[config.mk]
export PLATFORM = sky130hd
export DESIGN_NAME = pool1_pingpong_scheduler
export DESIGN_NICKNAME = d
export VERILOG_FILES = /design/src/rtl/pool1_pingpong_scheduler.sv
export SDC_FILE = /design/constraint.sdc
export NUM_CORES = 1
export LEC_CHECK = 0
export ABC_CLOCK_PERIOD_IN_PS = 2900
export CORE_ASPECT_RATIO = 0.9
export CORE_MARGIN = 2
export CORE_UTILIZATION = 56
export CTS_CLUSTER_SIZE = 10
export DETAILED_ROUTE_END_ITERATION = 7
export PLACE_DENSITY = 0.83
export SLEW_MARGIN = 20
export SYNTH_ARGS = -nofsm -noshare
export SYNTH_HDL_FRONTEND = slang
export SYNTH_SLANG_ARGS = --single-unit
[constraint.sdc]
create_clock -name i_clk -period 2.9 [get_ports i_clk]
set_input_delay 0.435 -clock i_clk [delete_from_list [all_inputs] [get_ports i_clk]]
set_output_delay 0.435 -clock i_clk [all_outputs]
set_load 0.005 [all_outputs]
[src/rtl/pool1_pingpong_scheduler.sv]
//-----------------------------------------------------------------------------
// Module : pool1_pingpong_scheduler
// Purpose: Arbitrates two ping-pong feature-map banks (A=0, B=1) between the
//          conv1 producer and the pool1 consumer. One bank at a time is
//          granted to the producer; once full it is handed to the consumer.
//          Maps are counted per frame and o_frame_done pulses once
//          NUMBER_OF_IFM maps have been consumed.
//
// Parameters:
//   NUMBER_OF_IFM   maps per frame (1..255)
//   CNT_WIDTH       width of the map counters
//
// Ports:
//   i_clk             rising-edge clock
//   i_rst_n           asynchronous active-low reset
//   i_frame_start     1-cycle pulse starting a frame (ignored while busy)
//   o_producer_start  1-cycle pulse: conv1 may fill o_producer_bank
//   o_producer_bank   bank granted to the producer (0=A, 1=B)
//   i_producer_end    1-cycle pulse: granted producer bank is full
//   o_consumer_start  1-cycle pulse: pool1 may read o_consumer_bank
//   o_consumer_bank   bank granted to the consumer
//   i_consumer_end    1-cycle pulse: granted consumer bank is drained
//   o_bank_full       bit i set while bank i is FULL
//   o_maps_produced   maps completed by the producer this frame
//   o_maps_consumed   maps completed by the consumer this frame
//   o_busy            high while the frame FSM is not idle
//   o_frame_done      1-cycle pulse at end of frame
//   o_sched_err       sticky protocol-error flag
//
// Build option:
//   SCHED_ERR_EN      when defined, o_sched_err latches on spurious end pulses
//                     and on frame_start while busy; otherwise it is tied 0.
//-----------------------------------------------------------------------------
`timescale 1ns/1ps
module pool1_pingpong_scheduler #(
    parameter int NUMBER_OF_IFM = 6,
    parameter int CNT_WIDTH     = $clog2(NUMBER_OF_IFM + 1)
) (
    input  logic                 i_clk,
    input  logic                 i_rst_n,
    input  logic                 i_frame_start,
    output logic                 o_producer_start,
    output logic                 o_producer_bank,
    input  logic                 i_producer_end,
    output logic                 o_consumer_start,
    output logic                 o_consumer_bank,
    input  logic                 i_consumer_end,
    output logic [1:0]           o_bank_full,
    output logic [CNT_WIDTH-1:0] o_maps_produced,
    output logic [CNT_WIDTH-1:0] o_maps_consumed,
    output logic                 o_busy,
    output logic                 o_frame_done,
    output logic                 o_sched_err
);

    localparam logic [CNT_WIDTH-1:0] LP_N    = CNT_WIDTH'(NUMBER_OF_IFM);
    localparam logic [CNT_WIDTH-1:0] LP_LAST = CNT_WIDTH'(NUMBER_OF_IFM - 1);
    localparam logic [CNT_WIDTH-1:0] LP_ONE  = CNT_WIDTH'(1);
    localparam logic [CNT_WIDTH-1:0] LP_ZERO = '0;

    typedef enum logic [1:0] {
        ST_IDLE = 2'd0,
        ST_RUN  = 2'd1,
        ST_DONE = 2'd2
    } state_t;

    typedef enum logic [1:0] {
        BANK_EMPTY    = 2'd0,
        BANK_FILLING  = 2'd1,
        BANK_FULL     = 2'd2,
        BANK_DRAINING = 2'd3
    } bank_t;

    state_t               r_state;
    bank_t                r_bank [2];
    logic                 r_wrPtr;
    logic                 r_rdPtr;
    logic                 r_prodActive;
    logic                 r_consActive;
    logic [CNT_WIDTH-1:0] r_mapsIssued;
    logic [CNT_WIDTH-1:0] r_mapsProduced;
    logic [CNT_WIDTH-1:0] r_mapsConsumed;
    logic                 r_producerStart;
    logic                 r_producerBank;
    logic                 r_consumerStart;
    logic                 r_consumerBank;
    logic                 r_busy;
    logic                 r_frameDone;

    logic w_prodGrant;
    logic w_consGrant;
    logic w_prodEndOk;
    logic w_consEndOk;
    logic w_frameAccept;

    // Grants look only at registered state, so a start pulse always trails
    // its enabling event by one extra cycle. Because the producer needs an
    // EMPTY bank and the consumer a FULL one, they can never share a bank.
    assign w_prodGrant   = (r_state == ST_RUN) && !r_prodActive &&
                           (r_bank[r_wrPtr] == BANK_EMPTY) && (r_mapsIssued < LP_N);
    assign w_consGrant   = (r_state == ST_RUN) && !r_consActive &&
                           (r_bank[r_rdPtr] == BANK_FULL);
    // End pulses without a matching active grant are dropped here.
    assign w_prodEndOk   = i_producer_end && r_prodActive;
    assign w_consEndOk   = i_consumer_end && r_consActive;
    assign w_frameAccept = i_frame_start && (r_state == ST_IDLE);

    // Frame FSM, bank state machines, pointers and counters in one place.
    // Same-cycle producer/consumer events always touch different banks.
    always_ff @(posedge i_clk or negedge i_rst_n) begin
        if (!i_rst_n) begin
            r_state         <= ST_IDLE;
            r_bank[0]       <= BANK_EMPTY;
            r_bank[1]       <= BANK_EMPTY;
            r_wrPtr         <= 1'b0;
            r_rdPtr         <= 1'b0;
            r_prodActive    <= 1'b0;
            r_consActive    <= 1'b0;
            r_mapsIssued    <= LP_ZERO;
            r_mapsProduced  <= LP_ZERO;
            r_mapsConsumed  <= LP_ZERO;
            r_producerStart <= 1'b0;
            r_producerBank  <= 1'b0;
            r_consumerStart <= 1'b0;
            r_consumerBank  <= 1'b0;
            r_busy          <= 1'b0;
            r_frameDone     <= 1'b0;
        end else begin
            r_producerStart <= 1'b0;
            r_consumerStart <= 1'b0;

            if (w_prodEndOk) begin
                r_bank[r_wrPtr] <= BANK_FULL;
                r_wrPtr         <= ~r_wrPtr;
                r_prodActive    <= 1'b0;
                if (r_mapsProduced < LP_N) begin
                    r_mapsProduced <= r_mapsProduced + LP_ONE;
                end
            end

            if (w_consEndOk) begin
                r_bank[r_rdPtr] <= BANK_EMPTY;
                r_rdPtr         <= ~r_rdPtr;
                r_consActive    <= 1'b0;
                if (r_mapsConsumed < LP_N) begin
                    r_mapsConsumed <= r_mapsConsumed + LP_ONE;
                end
            end

            if (w_prodGrant) begin
                r_producerStart <= 1'b1;
                r_producerBank  <= r_wrPtr;
                r_bank[r_wrPtr] <= BANK_FILLING;
                r_prodActive    <= 1'b1;
                r_mapsIssued    <= r_mapsIssued + LP_ONE;
            end

            if (w_consGrant) begin
                r_consumerStart <= 1'b1;
                r_consumerBank  <= r_rdPtr;
                r_bank[r_rdPtr] <= BANK_DRAINING;
                r_consActive    <= 1'b1;
            end

            case (r_state)
                ST_IDLE: begin
                    if (w_frameAccept) begin
                        r_state        <= ST_RUN;
                        r_busy         <= 1'b1;
                        r_wrPtr        <= 1'b0;
                        r_rdPtr        <= 1'b0;
                        r_mapsIssued   <= LP_ZERO;
                        r_mapsProduced <= LP_ZERO;
                        r_mapsConsumed <= LP_ZERO;
                    end
                end
                ST_RUN: begin
                    // Leave RUN on the same edge the last map is counted.
                    if (w_consEndOk && (r_mapsConsumed == LP_LAST)) begin
                        r_state     <= ST_DONE;
                        r_frameDone <= 1'b1;
                    end
                end
                ST_DONE: begin
                    r_state     <= ST_IDLE;
                    r_frameDone <= 1'b0;
                    r_busy      <= 1'b0;
                end
                default: begin
                    r_state     <= ST_IDLE;
                    r_frameDone <= 1'b0;
                    r_busy      <= 1'b0;
                end
            endcase
        end
    end

`ifdef SCHED_ERR_EN
    logic r_schedErr;
    logic w_errEvent;

    assign w_errEvent = (i_producer_end && !r_prodActive) ||
                        (i_consumer_end && !r_consActive) ||
                        (i_frame_start && (r_state != ST_IDLE));

    // Sticky error; a new error in the accepting cycle still wins.
    always_ff @(posedge i_clk or negedge i_rst_n) begin
        if (!i_rst_n) begin
            r_schedErr <= 1'b0;
        end else if (w_errEvent) begin
            r_schedErr <= 1'b1;
        end else if (w_frameAccept) begin
            r_schedErr <= 1'b0;
        end
    end

    assign o_sched_err = r_schedErr;
`else
    assign o_sched_err = 1'b0;
`endif

    assign o_producer_start = r_producerStart;
    assign o_producer_bank  = r_producerBank;
    assign o_consumer_start = r_consumerStart;
    assign o_consumer_bank  = r_consumerBank;
    assign o_bank_full      = {r_bank[1] == BANK_FULL, r_bank[0] == BANK_FULL};
    assign o_maps_produced  = r_mapsProduced;
    assign o_maps_consumed  = r_mapsConsumed;
    assign o_busy           = r_busy;
    assign o_frame_done     = r_frameDone;

endmodule

==> metrics.txt <==
DP Worst Slack 1.13 ns; synthesized instance count 116; crit end category output port; CP Class reg -> out; ys async rst share 1.00; fin crit period 1.99 ns; Post-Synthesis Net Count 125; RSZ-0062 raised after global routing false; Post-DRT Antenna Nets 0; num rows 16; P_leak 0.663 nW; Clock Latency Late Sink 0.31 ns; DRC violations left 0; first-pass GRT wire length 3970 um; count leader, synth dfrtp_1; CP startpoint kind register; total number of yosys warnings 0; Max Fclk 0.504 GHz; clk slew on worst S/H paths 0.13 ns; post_cts resized 0; DR vias 922; Final Skew 0.00232 ns; # IOs 20; final hold violation count 0; Starting Density 0.581; total track usage 0.205; sequential share of the synthesized area 0.507; grt ovf 0; clk sinks 25; Cells after DPL 159; synthesized flop and latch total 25; post-synth top area cell dfrtp_1; Post-Syn Area per Cell 10.6 um2; Pwr Density 1010 mW/mm2; number of synthesized flops with an enable pin 0; Core Box Area 0.00212 mm2; share of the synthesized area in the top cell type 0.507; Final Max Tran Viols 0; CP max FO 4; hold_buf cts 0; setup tns final 0 ns; post-CTS setup repair buffer count 0; final setup vio count 0; dpl hpwl 1680 um; largest net degree at the start of global routing 26; DR iter-0 viols 12; Crit path required time 2.47 ns; Root Buffer clkbuf_4; Yosys cell types 34; total CTS buffers 3; initial antenna violation count 0; mapped cell area 0.00123 mm2; PortBufs 18; Final Util 0.690; gpl congestion 0.736; status finished, final reports clean; die area 0.00260 mm2; top post-synthesis cells by count dfrtp_1 (25), a21oi_1 (9), inv_1 (8); Max Cap Viol 0; Non-Filler Instances 163; Nets 146; Die Height 48.5 um; Syn-to-layout area delta 18.7%; Ant. Diodes 0; CTS H-tree depth 1; Worst VDD drop 658 uV; WP data arrival 1.55 ns; final cycle utilization of the critical path 0.685; CTS Buffer Depth 2; top area cells in the synthesized netlist dfrtp_1 (51%), ha_1 (4.1%), a21oi_1 (3.7%), nor3b_4 (3.0%), nand3_1 (2.8%); Die W 53.5 um; DRT Pass-1 Iters 4; FF-to-FF path depth 3; via/cell ratio 5.66; share of post-route cells with drive strength above 1 0.0809; PnR worst setup slack 0.914 ns; WL/cell 14.1 um; top_reg_cell synth dfrtp_1; Power Total 1.48 mW; final WL 2300 um; hold crit path type in -> async; CTS tree yes; vias in the first global route 906
==> flip-flops by register name, summed over array words and instances, names as in the netlist <==
register	cells
o_busy	1
o_consumer_bank	1
o_consumer_start	1
o_frame_done	1
o_maps_consumed	3
o_maps_produced	3
o_producer_bank	1
o_producer_start	1
r_bank	4
r_consActive	1
r_mapsIssued	3
r_prodActive	1
r_rdPtr	1
r_state	2
r_wrPtr	1
==> logic make-up after synthesis <==
| family | count (synthesis) | share of synthesized area |
|---|---|---|
| buf+inv | 12 | 0.0446 |
| fa+ha+maj | 4 | 0.0406 |
| simple gates | 42 | 0.209 |
| other cells | 1 | 0.00304 |
| mux | 4 | 0.0406 |
| flops | 25 | 0.507 |
| compound gates | 28 | 0.155 |
==> power breakdown <==
group | leakage (nW) | internal, mW | switching (mW) | total (mW)
logic | 0.344 | 0.381 | 0.269 | 0.650
registers | 0.304 | 0.503 | 0.173 | 0.676
clock network | 0.0150 | 0.0537 | 0.0983 | 0.152
==> per-layer routing <==
layer	global-route usage	share of wire	vias to the layer above
li1	-	-	447
met1	0.291	0.48	451
met2	0.323	0.47	22
met3	0.0278	0.035	2
met4	0.0641	0.0065	0
met5	0	0	-
==> worst paths after layout <==
check                                 from         endpoint  slack [ns]
setup / recovery                 r_bank[1]   o_bank_full[1]        0.91
hold / removal                     i_rst_n  o_producer_bank        0.47
setup reg to reg                   r_wrPtr  r_mapsIssued[1]        1.45
hold reg to reg            r_mapsIssued[2]  r_mapsIssued[2]        0.48
max in group asynchronous          i_rst_n  r_mapsIssued[0]        2.18
min in group i_clk         r_mapsIssued[2]  r_mapsIssued[2]        0.48
==> metrics by stage <==
stage	hold WS (ns)	area [um2]
finish	0.472	1460
floorplan	0.139	1230
CTS	0.475	1460
global route	0.500	1460
detailed placement	0.470	1440
global placement	0.475	1440
==> area by class of cell <==
type	count	area, um2
fill	189	658
sequential	25	626
multi-input combinational	79	553
timing repair buffer	20	195
tap	27	33.8
inverter	8	30.0
clock buffer	4	26.3
==> worst max-delay path: stages, from the launching register on <==
cell and delay [ns]:
dfrtp_1 0.43, nor2b_1 0.27, clkdlybuf4s50_1 0.55
==> cells in the final DEF (no fill, tap or decap), drive strengths merged, types with 3 or more instances in the layout <==
| master | count |
|---|---|
| nand3 | 7 |
| a21oi | 9 |
| inv | 8 |
| clkdlybuf4s50 | 18 |
| nor3b | 6 |
| nand2b | 3 |
| dfrtp | 25 |
| clkbuf | 4 |
| nor2b | 3 |
| nand2 | 6 |
| and2 | 3 |
| o21ai | 6 |
| ha | 4 |
| nor3 | 3 |
| nor2 | 6 |
| or3 | 3 |
No activity file was read; power rests on OpenSTA's default activity.
